File: src/rtl/gray_step_sequencer.sv
// gray_step_sequencer: command-driven N-bit step counter with gray-coded output.
// A requester can CLEAR, LOAD or RUN the counter up/down by M steps. A completion
// pulse (done) and a wrap pulse (wrap) are registered; abort ends a RUN early.
//
// Handshake: a command transfers on a rising edge where cmd_valid && cmd_ready.
// cmd_op/cmd_arg are sampled only on that edge. cmd_ready is high only in IDLE,
// so a requester holding cmd_valid during a RUN simply waits; nothing is queued
// or dropped.
module gray_step_sequencer #(
  parameter int N = 4
) (
  input  logic         clk,
  input  logic         rst_n,
  input  logic         cmd_valid,
  output logic         cmd_ready,
  input  logic [1:0]   cmd_op,
  input  logic [N-1:0] cmd_arg,
  input  logic         abort,
  output logic [N-1:0] gray_count,
  output logic         busy,
  output logic         done,
  output logic         wrap,
  output logic [0:0]   state_dbg
);

  localparam logic [0:0] IDLE = 1'b0;
  localparam logic [0:0] RUN  = 1'b1;

  localparam logic [1:0] OP_RUN_UP   = 2'b00;
  localparam logic [1:0] OP_RUN_DOWN = 2'b01;
  localparam logic [1:0] OP_LOAD     = 2'b10;
  localparam logic [1:0] OP_CLEAR    = 2'b11;

  localparam logic [N-1:0] ZERO = '0;
  localparam logic [N-1:0] ONE  = {{(N-1){1'b0}}, 1'b1};

  logic [0:0]   state;
  logic [N-1:0] bin;
  logic [N-1:0] remaining;
  logic         dir;

  // Status outputs derived purely from the FSM state and the step register.
  always_comb begin
    cmd_ready  = (state == IDLE);
    busy       = (state == RUN);
    state_dbg  = state;
    gray_count = bin ^ (bin >> 1);
  end

  // Command acceptance, stepping, and the registered done/wrap pulses.
  always_ff @(posedge clk or negedge rst_n) begin
    if (!rst_n) begin
      state     <= IDLE;
      bin       <= ZERO;
      remaining <= ZERO;
      dir       <= 1'b0;
      done      <= 1'b0;
      wrap      <= 1'b0;
    end else begin
      // Pulses default low; each branch raises them only on its own edge.
      done <= 1'b0;
      wrap <= 1'b0;
      case (state)
        IDLE: begin
          if (cmd_valid) begin
            case (cmd_op)
              OP_CLEAR: begin
                bin  <= ZERO;
                done <= 1'b1;
              end
              OP_LOAD: begin
                bin  <= cmd_arg;
                done <= 1'b1;
              end
              OP_RUN_UP, OP_RUN_DOWN: begin
                // A zero-length run completes immediately without stepping.
                if (cmd_arg == ZERO) begin
                  done <= 1'b1;
                end else begin
                  remaining <= cmd_arg;
                  dir       <= cmd_op[0];
                  state     <= RUN;
                end
              end
              default: ;
            endcase
          end
        end
        RUN: begin
          // Abort wins over a final step landing on the same edge.
          if (abort) begin
            state <= IDLE;
            done  <= 1'b1;
          end else begin
            if (!dir) begin
              bin  <= bin + ONE;
              wrap <= &bin;
            end else begin
              bin  <= bin - ONE;
              wrap <= ~|bin;
            end
            remaining <= remaining - ONE;
            if (remaining == ONE) begin
              state <= IDLE;
              done  <= 1'b1;
            end
          end
        end
        default: state <= IDLE;
      endcase
    end
  end

endmodule

File: config.mk
export PLATFORM = sky130hd
export DESIGN_NAME = gray_step_sequencer
export DESIGN_NICKNAME = d
export VERILOG_FILES = /design/src/rtl/gray_step_sequencer.sv
export SDC_FILE = /design/constraint.sdc
export NUM_CORES = 1
export LEC_CHECK = 0
export CAP_MARGIN = 5
export CORE_MARGIN = 1.5
export CORE_UTILIZATION = 53
export DETAILED_ROUTE_END_ITERATION = 8
export PLACE_DENSITY = 0.89
export SETUP_SLACK_MARGIN = 0.1
export SLEW_MARGIN = 40
export SYNTH_ARGS = -nofsm -noshare
export SYNTH_HDL_FRONTEND = slang
export SYNTH_SLANG_ARGS = --single-unit
File: constraint.sdc
create_clock -name clk -period 3.25 [get_ports clk]
set_input_delay 0.325 -clock clk [delete_from_list [all_inputs] [get_ports clk]]
set_output_delay 0.325 -clock clk [all_outputs]
set_load 0.05 [all_outputs]
==> summary.md <==
| Metric | Value |
|---|---|
| CTS Root Buffer Type | `clkbuf_4` |
| Reported net switching power | `463 uW` |
| GRT overflow | `0` |
| Sw Share | `50.3%` |
| Internal power | `457 uW` |
| Sequential cell area fraction in the yosys report | `34.5%` |
| Remaining antenna violation count after routing | `0` |
| Clock buffers created by TritonCTS | `3` |
| GRT Resource Usage Total | `21.7%` |
| RD Place Congestion | `between 0.7 and 0.8` |
| Worst rel slew slack | `a little over three fifths` |
| # Post-CTS Setup Buffers | `0` |
| Instance count of the mapped netlist | `96` |
| CP cell instances | `inv_1 -> clkdlybuf4s50_1` |
| Final setup violation count | `0` |
| Clk slew on worst S/H paths | `about 60 ps` |
| Via count normalized by instance count | `between 5 and 6` |
| Clock insertion delay at the later pin of the skew report | `270 ps` |
| Distinct cells, synth | `31` |
| Input/output buffers | `18` |
| Post-synthesis net count | `115` |
| Count of standard-cell rows | `14` |
| Minimum clock period after layout | `2330 ps` |
| Max-capacitance violation count | `0` |
| Master of the slowest instance on the critical path | `clkdlybuf4s50_1` |
| Starting density of the core | `57.1%` |
| Residual DRC count | `0` |
| Resized cells post-CTS | `0` |
| Power density cells | `868 nW/um^2` |
| First-pass GRT wire length | `approximately 3.1 mm` |
| Unrepaired setup endpoints after global routing | `false` |
| FF+latch area | `~300 um^2` |
| FF+latch count, synth | `12` |
| Sort of element at the end of the critical path | `primary output` |
| Routed length per placed instance | `roughly 13 um` |
| Area of the multi-input gates | `between 500 and 600 um^2` |
| Number of instances in the placed design | `~130` |
| Combinational fraction of design power | `61.2%` |
| Largest net degree at the start of global routing | `14` |
| Peak fanout along the critical path | `13` |
| Run status | `finished, final reports clean` |
| Length in cells of the worst reg-to-reg path | `5` |
| Maximum clock path buffer count | `2` |
| Peak supply drop | `0.652 mV` |
| Post-CTS Hold Fix Bufs | `0` |
| Sinks on the clock net | `12` |
| Category of the worst setup path launch point | `register` |
| Sequential power share | `29.4%` |
| Layout overhead on the synthesized area | `22.0%` |
| Critical R2R Launch | `bin[2]$_DFFE_PN0P_` |
| Nets@finish | `134` |
| Largest stage delay on the critical path | `880 ps` |
| First-pass iteration count of the detailed router | `4` |
| Number of synthesis warnings | `0` |
| Max Clock Freq | `between 0.4 and 0.5 GHz` |
| Max Transition Viols Final | `0` |
| Core region area | `1520 um^2` |
| Setup total negative slack | `0 ps` |
| Number of placed I/O pins | `19` |
| Worst setup path category | `register to primary output` |
| Floorplan die area | `1890 um^2` |
| Count of buffer and inverter cells on the critical path | `2` |
| Slew at the pin with the worst max-slew slack | `554 ps` |
| Total of fill cells in the finished design | `125` |
| Width of the chip | `43.5 um` |
| Mapped Avg Cell Area | `9.06 um^2` |
| Static Leakage | `0.000480 uW` |
| Type of the tightest min-delay check | `input pin to asynchronous set/reset pin` |
| Total wire length after detailed routing | `1.71 mm` |
| Clock Power Share | `9.3%` |
| Dpl hpwl | `1.40 mm` |
| Die height | `roughly 44 um` |
| Netlist Area Pre-Place | `870 um^2` |
| Number of antenna violations at the first check in global routing | `0` |
| Share of final-layout standard cells stronger than drive strength 1 | `around 6.2%` |
| Drt first-iter violations | `11` |
| Post-layout instance count excluding filler cells | `between 100 and 150` |
| Number of global-route vias before repair | `715` |
| Final cycle utilization of the critical path | `a little under three quarters` |
| Critical Path Source | `busy$_DFF_PN0_` |
| Stages on worst setup path | `2` |
| CTS H-tree lvls | `1` |
| DR vias | `734` |
| Antenna cells | `0` |
| Clock tree from TritonCTS | `done` |
| Hold Fails Final Rpt | `0` |
| Worst path arrival time | `2000 ps` |
| Cell family with the largest share of critical-path delay | `buffers and inverters` |
| Clock skew after layout | `0.469 ps` |
| Worst Path Required | `2920 ps` |
==> power groups by stage <==
stage	sequential [uW]	combinational [uW]	clock [uW]
after floorplan	272	422	0
after global placement	270	551	0
after detailed placement	274	563	0
after CTS	270	566	89.1
after global routing	283	616	99.4
final	271	564	85.9
==> registers in the layout (all words and copies together) (netlist names) <==
register	cells
bin	4
busy	1
done	1
dir	1
remaining	4
wrap	1
==> through the flow <==
step	instance area [um^2]	total power, uW	worst slack (ps)	hold WS (ps)	utilization, %
5_1_grt	1060	998	802	448	69.6
6_report	1060	921	922	415	69.6
3_5_place_dp	1040	836	1220	501	68.1
3_3_place_gp	1040	821	1250	487	68.1
4_1_cts	1060	925	927	416	69.6
2_1_floorplan	870	694	1640	29.4	-
==> cells by family after synthesis <==
logic type / after synthesis / synth area share [%]
flops: 12 / 34.5
fa+ha+maj: 9 / 13.8
buf+inv: 14 / 7.91
mux: 1 / 1.15
compound gates: 25 / 19.0
xor+xnor: 3 / 3.02
simple gates: 32 / 20.6
==> synth_stat cells <==
library cell	instances	area share [%]
buf_2	1	0.57
o41a_4	1	2.4
o21ai_0	5	2.9
mux2i_1	1	1.2
nor2_1	10	4.3
nand3b_1	3	2.6
inv_1	10	4.3
and3_1	1	0.72
fa_1	1	2.3
nor2b_1	1	0.72
nor4_4	1	2.4
dfrtp_1	12	35
ha_1	8	12
and2_1	1	0.72
or4_4	1	1.3
a21o_1	1	0.86
o211ai_1	1	0.86
or2b_1	1	0.86
a31oi_1	5	3.6
nand2_1	8	3.5
o2bb2ai_1	1	1.0
xor2_1	2	2.0
xnor2_1	1	1.0
nand3_1	4	2.3
and4_2	1	1.2
o31ai_1	1	0.86
buf_4	2	1.7
a21oi_1	8	4.6
a211oi_1	1	0.86
buf_6	1	1.3
o311ai_0	1	1.0
==> cell type report <==
type	count	share of cell area, %
repair buffers	18	17.0
clock buffers	3	2.12
well taps	16	1.89
multi-input cells	70	47.2
inverters	10	3.54
flip-flops and latches	12	28.3
==> metal layers <==
layer | wire [um] | vias up | global-route usage (%)
met2 | 803 | 19 | 36.4
met3 | 84 | 3 | 7.50
met1 | 809 | 340 | 27.4
met4 | 10 | 0 | 4.24
met5 | 0 | - | 0
li1 | - | 372 | -
==> placed cells by master, fill, tap and decap left out, types with 2 or more instances in the layout <==
cell	synthesis	routed
a21oi_1	8	8
a31oi_1	5	5
clkbuf_4	0	3
clkdlybuf4s50_1	0	18
dfrtp_1	12	12
ha_1	8	8
inv_1	10	10
nand2_1	8	8
nand3_1	4	4
nand3b_1	3	3
nor2_1	10	10
o21ai_0	5	5
xor2_1	2	2
==> final timing paths <==
kind	slack, ps	end
setup / recovery	920	cmd_ready
hold / removal	410	remaining[3]$_DFFE_PN0P_
setup reg to reg	1670	bin[3]$_DFFE_PN0P_
hold reg to reg	520	remaining[1]$_DFFE_PN0P_
max in group asynchronous	2470	bin[2]$_DFFE_PN0P_
min in group clk	520	remaining[1]$_DFFE_PN0P_
Power figures use the tool's default switching activity.
